==> src/rtl/mem_wb_stage.sv <==
// rtl/mem_wb_stage.sv - MEM/WB pipeline register with load formatting, stall/flush and retire counter
// Optional misaligned-load flag: define MEM_WB_MISALIGN_TRAP_EN to add misalign_o.
module mem_wb_stage #(
    parameter int DW         = 32,
    parameter int RW         = 5,
    parameter int ZERO_GUARD = 1
) (
    input  logic          reloj,
    input  logic          resetWB,
    input  logic          enableWB,
    input  logic          flushWB,
    input  logic          valid_i,
    input  logic          RegWrite_i,
    input  logic          MemtoReg_i,
    input  logic [1:0]    load_size_i,
    input  logic          load_unsigned_i,
    input  logic [DW-1:0] Y_ALU,
    input  logic [DW-1:0] DO_MEM,
    input  logic [RW-1:0] rd_i,
    output logic [RW-1:0] rd_o,
    output logic          RegWrite_o,
    output logic [DW-1:0] WB_data,
    output logic          valid_o,
`ifdef MEM_WB_MISALIGN_TRAP_EN
    output logic          misalign_o,
`endif
    output logic [31:0]   retire_cnt_o
);

    logic [7:0]    byte_lane;
    logic [15:0]   half_lane;
    logic [DW-1:0] load_data;
    logic [DW-1:0] wb_data_d;
    logic          misalign;
    logic          reg_write_d;
    logic          retire;

    logic [RW-1:0] rd_q;
    logic          reg_write_q;
    logic [DW-1:0] wb_data_q;
    logic          valid_q;
    logic          misalign_q;
    logic [31:0]   retire_q;

    always_comb begin
        byte_lane = DO_MEM[7:0];
        case (Y_ALU[1:0])
            2'd0: byte_lane = DO_MEM[7:0];
            2'd1: byte_lane = DO_MEM[15:8];
            2'd2: byte_lane = DO_MEM[23:16];
            2'd3: byte_lane = DO_MEM[31:24];
            default: byte_lane = DO_MEM[7:0];
        endcase
        half_lane = Y_ALU[1] ? DO_MEM[31:16] : DO_MEM[15:0];

        load_data = DO_MEM;
        case (load_size_i)
            2'b00: load_data = {{(DW-8){~load_unsigned_i & byte_lane[7]}}, byte_lane};
            2'b01: load_data = {{(DW-16){~load_unsigned_i & half_lane[15]}}, half_lane};
            default: load_data = DO_MEM;
        endcase
        wb_data_d = MemtoReg_i ? load_data : Y_ALU;
    end

`ifdef MEM_WB_MISALIGN_TRAP_EN
    // Size 2'b11 is handled as a word, so load_size_i[1] selects the word check.
    assign misalign = valid_i & MemtoReg_i &
                      (((load_size_i == 2'b01) & Y_ALU[0]) |
                       (load_size_i[1] & (Y_ALU[1:0] != 2'b00)));
`else
    assign misalign = 1'b0;
`endif

    assign reg_write_d = RegWrite_i & valid_i & ~misalign &
                         ~((ZERO_GUARD != 0) && (rd_i == '0));
    assign retire      = valid_i & ~misalign;

    always_ff @(posedge reloj or negedge resetWB) begin
        if (!resetWB) begin
            rd_q        <= '0;
            reg_write_q <= 1'b0;
            wb_data_q   <= '0;
            valid_q     <= 1'b0;
            misalign_q  <= 1'b0;
            retire_q    <= '0;
        end else if (flushWB) begin
            rd_q        <= '0;
            reg_write_q <= 1'b0;
            wb_data_q   <= '0;
            valid_q     <= 1'b0;
            misalign_q  <= 1'b0;
        end else if (enableWB) begin
            rd_q        <= rd_i;
            reg_write_q <= reg_write_d;
            wb_data_q   <= wb_data_d;
            valid_q     <= valid_i;
            misalign_q  <= misalign;
            if (retire) begin
                retire_q <= retire_q + 32'd1;
            end
        end
    end

    assign rd_o         = rd_q;
    assign RegWrite_o   = reg_write_q;
    assign WB_data      = wb_data_q;
    assign valid_o      = valid_q;
    assign retire_cnt_o = retire_q;
`ifdef MEM_WB_MISALIGN_TRAP_EN
    assign misalign_o   = misalign_q;
`else
    logic unused_misalign;
    assign unused_misalign = misalign_q;
`endif

endmodule

==> config.mk <==
export PLATFORM = sky130hd
export DESIGN_NAME = mem_wb_stage
export DESIGN_NICKNAME = d
export VERILOG_FILES = /design/src/rtl/mem_wb_stage.sv
export SDC_FILE = /design/constraint.sdc
export NUM_CORES = 1
export LEC_CHECK = 0
export CAP_MARGIN = 0
export CORE_UTILIZATION = 47
export DETAILED_ROUTE_END_ITERATION = 8
export PLACE_DENSITY = 0.87
export REMOVE_ABC_BUFFERS = 1
export SLEW_MARGIN = 40
export SYNTH_ARGS = -nofsm -noshare
export SYNTH_HDL_FRONTEND = slang
export SYNTH_SLANG_ARGS = --single-unit
==> constraint.sdc <==
create_clock -name reloj -period 4.15 [get_ports reloj]
set_input_delay 0.6225 -clock reloj [delete_from_list [all_inputs] [get_ports reloj]]
set_output_delay 0.6225 -clock reloj [all_outputs]
set_load 0.1 [all_outputs]
# After elaboration in Yosys (flattened, before gate mapping)
# Cells that the tools add are included.
# Widths: inputs -> output; s select.
# op_classes
muxes,12
bitwise,7
addsub,1
n_eq_ne,4
reduce_logical,5
# ops
cell,n
$mux 32,3
$pmux 32 s2,1
$add 32x1->32 const B,1
$pmux 8 s4,1
$mux 16,1
$mux 5,2
$logic_not 5->1,1
$and 1x1->1,4
$eq 2x1->1 const B,2
$eq 2x2->1 const B,2
$logic_not 2->1,2
$mux 1,4
$not 1->1,3
$reduce_and 3->1,1
$reduce_bool 2->1,1
# word_totals
output_inout_bits,71
wordCells,34
inputBits,79
reg_bits,71

# Longest topological paths before layout
# Gate-level depths: netlist of run 1.
# depth
depth_word,7
ltp_mapped,7
depth_no_buf,6

# Worst setup path before layout of run 1
# Ideal clock, no wire load.
# synth_path
kind,register to register
startpoint,register retire_q[0] (netlist: retire_cnt_o[0])
endpoint,register retire_q[22] (netlist: retire_cnt_o[22])
stages_incl_launch_ff,8
required_ns,3.992
n_path_buf,1
t_arrival_ns,2.390
synth_period_minus_slack_ns,2.548
setup_slack_ns,1.602
setup_time_ns,0.158
cell_sequence,dfrtp_1 > ha_1 > nand3_1 > nor4_4 > and4_1 > buf_2 > nand4_1 > xnor2_1
# synth_via
elab_chain_cells,1
# synth_lines
element,line,source
start: declaration,43,logic [31:0] retire_q;
start signal: assignment,99,retire_q <= retire_q + 32'd1;
$add 32x1->32,99,
# Every way passes these cells.
# A chain may end at the register's enable or synchronous reset.

# Worst setup path in the final report of run 1
# layout_path
startpoint,input Y_ALU[1]
endpoint,register wb_data_q[15] (netlist: WB_data[15])
# layout_via
elab_chain_cells,7
word_cells_on_any_way,11
cone_classes,eq/ne: 3; mux: 6; bitwise: 1; reduce/logical: 1
# layout_lines
element,line,source
start: declaration,17,"input logic [DW-1:0] Y_ALU,"
$eq 2x2->1 (tied with other cells),47,case (Y_ALU[1:0])
$pmux 8 s4,47,
$and 1x1->1,58,"2'b00: load_data = {{(DW-8){~load_unsigned_i & byte_lane[7]}}, byte_lane};"
$pmux 32 s2 (*),57,case (load_size_i)
$mux 32 (*),62,wb_data_d = MemtoReg_i ? load_data : Y_ALU;
$mux 32 (*),92,end else if (enableWB) begin
$mux 32 (*),86,end else if (flushWB) begin
end signal: assignment,95,wb_data_q <= wb_data_d;
end: declaration,40,logic [DW-1:0] wb_data_q;
# Mark *: on every way between the ends. The rest lies on a longest branch, timed or not. The select of a mux whose other input is x is not followed.

==> results of run 1 <==
## logic make-up after synthesis
logic type	Yosys count	share of synthesized area, %
AND/OR/NAND/NOR	114	17.4
flip-flops	71	47.4
buffers and inverters	39	4.54
multiplexers	16	4.67
adder cells (fa/ha/maj)	1	0.334
XOR/XNOR	31	7.45
AO/OA/AOI/OAI	107	18.2
## report_power, final
part           internal (mW)  leakage, nW  switching (mW)  total (mW)
registers              0.738        0.956          0.0457       0.784
clock network          0.334        0.109           0.270       0.605
logic                  0.162         1.38           0.494       0.656
## synth_stat cells, drive strengths merged (2+ instances only)
cell and n:
nor4 3, a221o 4, o221ai 7, nand2 25
o21ai 34, a21oi 26, nor2b 9, and2 5
nand2b 2, a311oi 2, a22o 2, mux2i 13
mux2 2, nor3 6, dfrtp 71, xnor2 26
clkbuf 19, and3 6, a211oi 8, nand3 16
inv 12, a22oi 16, nor2 28, nand4 7
and4 4, a2111oi 3, buf 8, xor2 5
## worst reg2reg max path: cells and delay by family, from the launching register on
family,cells,cell delay (ns)
XOR/XNOR,1,0.15
flip-flops,1,0.44
adder cells (fa/ha/maj),1,0.20
AND/OR/NAND/NOR,4,1.05
## routing by layer
layer  GRT usage [%]  wire length [um]  vias up
li1                -                 -     1649
met1            36.2              4680     1640
met2            43.2              5120      164
met3            4.36               661       17
met4            9.39               156        0
met5               0                 0        -
## metrics by stage
stage                     hold slack (ns)  setup WS, ns  power, mW  instances  area [um^2]
after floorplan                     0.327          1.60       1.24        352         3620
after global placement              0.469          1.24       1.49        610         5290
after detailed placement            0.479          1.10       1.45        610         4940
after CTS                           0.311          1.46       2.05        626         5150
after global routing                0.331          1.25       2.12        626         5150
final                               0.268          1.45       2.04        626         5150
## registers in the layout, summed over array words and instances (netlist names)
| name | flops |
|---|---|
| retire_cnt_o | 32 |
| RegWrite_o | 1 |
| WB_data | 32 |
| valid_o | 1 |
| rd_o | 5 |
## how the worst min path moves through the flow
stage / from / endpoint / slack [ns] / depth (start not counted)
finish: resetWB / retire_cnt_o[10] / 0.27 / 1
global route: resetWB / retire_cnt_o[12] / 0.33 / 1
CTS: resetWB / retire_cnt_o[8] / 0.31 / 1
detailed placement: retire_cnt_o[8] / retire_cnt_o[8] / 0.48 / 1
global placement: WB_data[3] / WB_data[3] / 0.47 / 2
floorplan: resetWB / RegWrite_o / 0.33 / 0
## final cells by class
class | count | share of cell area [%]
Clock buffer | 9 | 2.40
Sequential cell | 71 | 34.5
Clock inverter | 7 | 1.70
Multi-Input combinational cell | 269 | 35.0
Timing Repair Buffer | 156 | 23.1
Tap cell | 102 | 2.48
Inverter | 12 | 0.874
==> results.md, run 1 <==
- Seq/Total Area, Yosys: 47.4%
- Clk root buf: clkbuf_8
- Flops & latches, synth: 71
- Largest net degree at the start of global routing: 72
- Initial Util: 48.5%
- Width of the chip: 91.3 um
- CP required: approximately 4.4 ns
- Worst path depth: 6
- CTS tree: yes
- RR Startpoint: retire_cnt_o[0]
- Setup Viol. Count Final: 0
- Mean Syn Cell Area: 9.89 um^2
- Row Count: 32
- Core box area: just under 8000 um^2
- Max stage delay on crit path: 0.92 ns
- Slew Limit Fails: 0
- Setup_tns: 0 ns
- First-pass GRT wire length: 17.5 mm
- Startpoint types: input pin
- CP Buf/Inv Count: 1
- Mapped Area: 3750 um^2
- Final core occ: 66.7%
- Final #Nets: around 600
- Worst-path clk slew: 0.08 ns
- CP endpoint kind: register
- LEAKAGE: 2.45 nW
- Final hold viol count: 0
- Post-synth EDFFs: 0
- Max cap viols: 0
- Clk Latency, worst-skew pair: 0.34 ns
- Initial antenna violation count: 0
- Crit. Startpoint: Y_ALU[1]
- Syn-to-layout area delta: 37.5%
- Critical Path Fanout Max: 15
- Synth area leaders: dfrtp_1 (47%), xnor2_1 (5.8%), o21ai_0 (4.5%)
- Vias in the first global route: 3422
- Worst Reg-to-Reg Cells: 6
- Clk sinks: 71
- FILL cells: 613
- Register Area: about 1800 um^2
- GRT Total Usage: 26.7%
- DRT Pass-1 Iters: 4
- DRC Markers: 0
- Congestion Overflow GR: 0
- Fraction of registers with async set/reset: 100%
- Worst path arrival time: 2.91 ns
- First DRT Iteration DRCs: 85
- Post-CTS Resized: 0
- Fin crit period: about 2.7 ns
- CP Cell Sequence: clkdlybuf4s50_1, mux4_2, nand2_1, nor2_2, a2111oi_0, a2111oi_1
- Commonest non-fill, non-tap cell in the layout: clkdlybuf4s50_1
- Port bufs: 149
- Final Routed Wirelength: 10.6 mm
- CTS Hold Bufs: 0
- Fmax: 370 MHz
- Rel. slew slack: 53.4%
- Post-CTS setup buffer count: 0
- Ant diodes: 0
- ANT nets after route: 0
- Top Ports: 150
- Slowest-stage cell, CP: clkdlybuf4s50_1
- Vias: ~3.5k
- Die area: 8330 um^2
- Setup Crit Path Kind: input pin to register
- Hold Path Class: input pin to asynchronous set/reset pin
- Multi-input gate area: 1800 um^2
- Die Ht: ~90 um
- Status: finished, final reports clean
- Longest Clk Path Bufs: 2
- Reg2Reg Setup Slack: about 2.2 ns
- Area leader, netlist: dfrtp_1
- Num CTS Buffers: 9
- Period Utilization, post-route: 65.1%
- Fin Clk Skew: 0.00856 ns
- Worst vdd ir: 0.000220 V
- WL per Instance: 17.0 um
- Worst path top cell family by delay: buffers and inverters
- Synth Instances: 379
- Main synth FF type: dfrtp_1
- HPWL after DPL: 7.82 mm
- Share of cells above drive strength 1: 21.0%
- Commonest non-fill, non-tap cells in the layout: clkdlybuf4s50_1 (77), dfrtp_1 (71), buf_2 (71), o21ai_0 (34), nor2_1 (27)
- PwrDens: around 400 nW/um^2
- Worst-Margin Slew: approximately 0.7 ns
- Synth top area share: 47.4%
- Count of cell types in the netlist: 46
- RSZ-0062 raised after global routing: false
- Final GP Congestion: 0.884
- Crit path capture: WB_data[15]
- Htree depth: 3
- Vias per Instance: 5.54
- FF-to-FF End: retire_cnt_o[22]
- Ys Warns: 0
Power figures use the tool's default switching activity.
==> inputs of run 2 (changes only) <==
--- a/config.mk
+++ b/config.mk
@@ -6,9 +6,9 @@
 export NUM_CORES = 1
 export LEC_CHECK = 0
 export CAP_MARGIN = 0
-export CORE_UTILIZATION = 47
+export CORE_UTILIZATION = 44
 export DETAILED_ROUTE_END_ITERATION = 8
-export PLACE_DENSITY = 0.87
+export PLACE_DENSITY = 0.82
 export REMOVE_ABC_BUFFERS = 1
 export SLEW_MARGIN = 40
 export SYNTH_ARGS = -nofsm -noshare
==> constraint.sdc (replaced) <==
create_clock -name reloj -period 2.7 [get_ports reloj]
set_input_delay 0.405 -clock reloj [delete_from_list [all_inputs] [get_ports reloj]]
set_output_delay 0.405 -clock reloj [all_outputs]
set_load 0.1 [all_outputs]
==> results.md, run 2 (synthesis gave the netlist of run 1 again) <==
- Status: finished, final reports clean
- Post-CTS Resized: 0
- Combinational power share: 32.9%
- Vias: between 3k and 4k
- Crit. Startpoint: Y_ALU[1]
- Rel. slew slack: 48.7%
- Fmax: 436 MHz
- Clk Latency, worst-skew pair: 0.34 ns
- FILL cells: 662
- RR Startpoint: retire_cnt_o[0]
- Clock power share: 29.8%
- CP required: 2.93 ns
- Width of the chip: 94.3 um
- Startpoint types: input pin
- Fin worst setup slack: 0.407 ns
- Row Count: 33
- Longest Clk Path Bufs: 2
- Max cap viols: 0
- DRT Pass-1 Iters: 4
- Final #Nets: 609
- Die Ht: 94.3 um
- Share of cells above drive strength 1: 22.3%
- Worst path top cell family by delay: buffers and inverters
- ANT nets after route: 0
- Clk root buf: clkbuf_8
- Critical Path Fanout Max: 9
- Congestion Overflow GR: 0
- GRT Total Usage: 25.7%
- CP endpoint kind: register
- Sw frac: 38.0%
- First-pass GRT wire length: approximately 18 mm
- HPWL after DPL: 8.27 mm
- Setup Crit Path Kind: input pin to register
- CTS tree: yes
- Initial Util: 45.6%
- Final GP Congestion: between 0.9 and 1
- Final hold viol count: 0
- Worst-Margin Slew: 0.763 ns
- Place WS: 0.149 ns
- Port bufs: between 100 and 150
- Most common cell on crit path: buf_4
- Post-CTS setup buffer count: 0
- Ant diodes: 0
- CP Buf/Inv Count: 3
- Syn-to-layout area delta: 44.7%
- Period Utilization, post-route: 84.9%
- Num CTS Buffers: 9
- Htree depth: 3
- PwrDens: around 600 nW/um^2
- Vias per Instance: between 5 and 6
- Clk sinks: 71
- Commonest non-fill, non-tap cells in the layout: buf_4 (88), clkdlybuf4s50_1 (77), dfrtp_1 (71), o21ai_0 (34)
- DRC Markers: 0
- Fin Clk Skew: ~0.0055 ns
- CP Cell Sequence: clkdlybuf4s50_1, buf_4, a2111oi_0, nor4_2, buf_4, a21oi_1, o21ai_0
- RSZ-0062 raised after global routing: false
- Max stage delay on crit path: 0.61 ns
- Slew Limit Fails: 0
- Vias in the first global route: between 3k and 4k
- Hold Path Class: input pin to asynchronous set/reset pin
- Setup_tns: 0 ns
- Largest net degree at the start of global routing: 72
- LEAKAGE: 2.51 nW
- Die area: 8890 um^2
- Sw Pwr: 1.23 mW
- Pint: 2.01 mW
- Fin crit period: 2.29 ns
- Setup Viol. Count Final: 0
- Multi-input gate area: between 1500 and 2000 um^2
- CTS Hold Bufs: 0
- Core box area: just over 8000 um^2
- Sequential Power Share: ~37%
- Worst-path clk slew: 0.07 ns
- Slowest-stage cell, CP: clkdlybuf4s50_1
- Register Area: 1780 um^2
- Initial antenna violation count: 0
- WL per Instance: roughly 17 um
- Commonest non-fill, non-tap cell in the layout: buf_4
- First DRT Iteration DRCs: 125
- Top Ports: 150
- Final Routed Wirelength: 10.9 mm
- Worst path arrival time: 2.52 ns
- Worst vdd ir: 0.000275 V
## run 2: changes by cell type in the layout (fill, tap and decap cells not counted), sizes merged
cell and change:
clkinv -3, buf +10, clkbuf +4, clkinvlp -1
## run 2: final cells by class
| class | count | share of cell area, % |
|---|---|---|
| multi-input cells | 269 | 33.2 |
| repair buffers | 166 | 26.6 |
| well taps | 105 | 2.42 |
| clock buffers | 13 | 2.93 |
| inverters | 12 | 0.831 |
| clock inverters | 3 | 1.20 |
| flip-flops and latches | 71 | 32.8 |
## run 2: worst paths after layout
check | cells past startpoint | slack, ns | endpoint
worst max-delay path | 7 | 0.41 | WB_data[17]
worst min-delay path | 1 | 0.06 | retire_cnt_o[26]
worst max register to register | 6 | 0.79 | retire_cnt_o[26]
worst min register to register | 1 | 0.48 | retire_cnt_o[31]
max in group asynchronous | 1 | 2.18 | retire_cnt_o[1]
min in group reloj | 1 | 0.48 | retire_cnt_o[31]
## run 2: worst register-to-register path, delay by kind of cell (launching register included)
kind,cells,cell delay [ns]
flops,1,0.43
fa+ha+maj,1,0.20
simple gates,4,1.02
xor+xnor,1,0.15
## run 2: power by group through the flow
stage	combinational [mW]	clock [mW]	sequential, mW
floorplan	0.165	0	1.75
global placement	1.05	0	1.23
detailed placement	1.07	0	1.23
CTS	1.07	0.976	1.21
global route	1.11	1.03	1.22
finish	1.06	0.963	1.21
## run 2: per-stage QoR
step	std cells	area [um^2]	utilization, %	hold WS, ns	total power, mW
2_1_floorplan	352	3620	-	0.109	1.91
3_3_place_gp	623	5190	63.2	0.472	2.28
3_5_place_dp	623	5200	63.3	0.465	2.29
4_1_cts	639	5420	66.0	0.0912	3.25
5_1_grt	639	5420	66.0	0.114	3.36
6_report	639	5420	66.0	0.0606	3.24
## run 2: layer usage
| layer | vias to the layer above | global-route usage (%) | wire [um] |
|---|---|---|---|
| met3 | 22 | 3.80 | 690 |
| met1 | 1749 | 33.4 | 4490 |
| met5 | - | 0 | 0 |
| met4 | 0 | 10.0 | 200 |
| met2 | 158 | 43.0 | 5490 |
| li1 | 1667 | - | - |
==> inputs of run 3 (changes only) <==
--- a/config.mk
+++ b/config.mk
@@ -6,9 +6,9 @@
 export NUM_CORES = 1
 export LEC_CHECK = 0
 export CAP_MARGIN = 0
-export CORE_UTILIZATION = 44
+export CORE_UTILIZATION = 40
 export DETAILED_ROUTE_END_ITERATION = 8
-export PLACE_DENSITY = 0.82
+export PLACE_DENSITY = 0.79
 export REMOVE_ABC_BUFFERS = 1
 export SLEW_MARGIN = 40
 export SYNTH_ARGS = -nofsm -noshare
==> constraint.sdc (replaced) <==
create_clock -name reloj -period 1.9 [get_ports reloj]
set_input_delay 0.285 -clock reloj [delete_from_list [all_inputs] [get_ports reloj]]
set_output_delay 0.285 -clock reloj [all_outputs]
set_load 0.1 [all_outputs]
==> results.md, run 3 (synthesis gave the netlist of run 1 again) <==
- Status: finished, final reports clean
- Worst-path clk slew: ~0.080 ns
- Hold WS: 0.405 ns
- Setup Crit Path Kind: input pin to register
- Htree depth: 3
- Final core occ: roughly two thirds
- Longest Clk Path Bufs: 2
- Period Utilization, post-route: between 90% and 100%
- Setup_tns: 0 ns
- Num CTS Buffers: 9
- Commonest non-fill, non-tap cell in the layout: buf_4
- Non-Filler Instances: 679
- DRT Pass-1 Iters: 4
- Fin worst setup slack: between 0.1 and 0.15 ns
- Slowest-stage cell, CP: clkdlybuf4s50_1
- Row Count: 34
- Max cap viols: 0
- Initial Util: 42.1%
- Vias per Instance: between 5 and 6
- Register Area: 1780 um^2
- Hold Path Class: input pin to asynchronous set/reset pin
- Worst vdd ir: 0.000502 V
- Congestion Overflow GR: 0
- Final hold viol count: 0
- Slew Limit Fails: 0
- Clk Latency, worst-skew pair: between 0.3 and 0.4 ns
- CP Buf/Inv Count: 2
- Largest net degree at the start of global routing: 47
- CP endpoint kind: register
- Final GP Congestion: between 0.9 and 1
- Worst path arrival time: 2.00 ns
- Width of the chip: 98.8 um
- GRT Total Usage: a little under a quarter
- Fmax: between 500 and 600 MHz
- HPWL after DPL: between 8 and 9 mm
- Vias: 3655
- Multi-input gate area: 1820 um^2
- Die area: 9760 um^2
- Port bufs: 149
- RSZ-0062 raised after global routing: false
- Worst path top cell family by delay: buffers and inverters
- PwrDens: 816 nW/um^2
- Final Routed Wirelength: 11.0 mm
- ANT nets after route: 0
- LEAKAGE: roughly 2.7 nW
- Startpoint types: input pin
- WL per Instance: 16.2 um
- FILL cells: ~740
- CP required: 2.11 ns
- Die Ht: roughly 99 um
- Total power: 4.72 mW
- FF-to-FF End: retire_cnt_o[22]
- First-pass GRT wire length: ~18 mm
- Cell Area, Placed: 5520 um^2
- Final #Nets: 645
- Syn-to-layout area delta: 54.3%
- Fin Clk Skew: about 0.0099 ns
- Max stage delay on crit path: 0.55 ns
- Top Ports: 150
- Fin crit period: 1.79 ns
- CP Cell Sequence: clkdlybuf4s50_1, mux4_2, nand2_1, nor2_2, buf_4, o221ai_1, a211oi_1
- Share of cells above drive strength 1: 27.5%
- Core box area: 8890 um^2
- Critical Path Fanout Max: 6
- Rel. slew slack: between 70% and 80%
- Place WS: -0.304 ns
- Vias in the first global route: 3705
- Clk root buf: clkbuf_8
- Clk sinks: 71
- Fin area: 5780 um^2
- Post-CTS setup buffer count: 0
- Worst-Margin Slew: 0.365 ns
- Reg2Reg Setup Slack: about 0.17 ns
- Initial antenna violation count: 1
- RR Startpoint: retire_cnt_o[1]
- Setup Viol. Count Final: 0
- First DRT Iteration DRCs: 159
- Placed insts: about 660
- DRC Markers: 0
- CTS tree: yes
- Worst Reg-to-Reg Cells: 6
- Commonest non-fill, non-tap cells in the layout: buf_4 (119), clkdlybuf4s50_1 (77), dfrtp_1 (71), o21ai_0 (34), nor2_1 (27)
==> run 3: cell count changes in the layout (fill, tap and decap cells not counted), sizes merged <==
cell / change
buf: +35
clkbuf: -3
clkinvlp: +2
diode: +1
dlygate4sd3: +1
inv: +1
==> run 3: layer usage <==
metal	track usage, %	wire length [um]
met1	28.8	4730
met2	39.2	5390
met3	5.04	691
met4	7.23	171
met5	0	0
==> run 3: power breakdown <==
part	switching [mW]	total, mW	internal [mW]
combinational	1.13	1.64	0.517
clock	0.602	1.38	0.782
sequential	0.0788	1.69	1.61
total	1.81	4.72	2.91
==> run 3: cell type report <==
type,instances,area share [%]
multi-input combinational,269,31.5
sequential,71,30.7
timing repair buffer,202,30.7
clock buffer,10,2.38
tap,108,2.34
clock inverter,6,1.60
inverter,12,0.779
antenna,1,0.0433
==> run 3: what timing repair did <==
item                                    4_1_cts  5_1_grt
gates resized for setup                       0        5
endpoints found under the setup margin        0       13
hold buffers                                  1        0
endpoints found under the hold margin        25        0
==> run 3: how the worst max path moves through the flow <==
stage / from / endpoint / slack, ns / cells after the start
finish: Y_ALU[1] / WB_data[12] / 0.11 / 7
global route: retire_cnt_o[1] / retire_cnt_o[26] / 0.04 / 6
CTS: Y_ALU[1] / WB_data[15] / 0.08 / 6
detailed placement: Y_ALU[1] / WB_data[29] / -0.30 / 8
global placement: Y_ALU[1] / WB_data[15] / -0.21 / 6
floorplan: retire_cnt_o[5] / retire_cnt_o[27] / -0.66 / 5
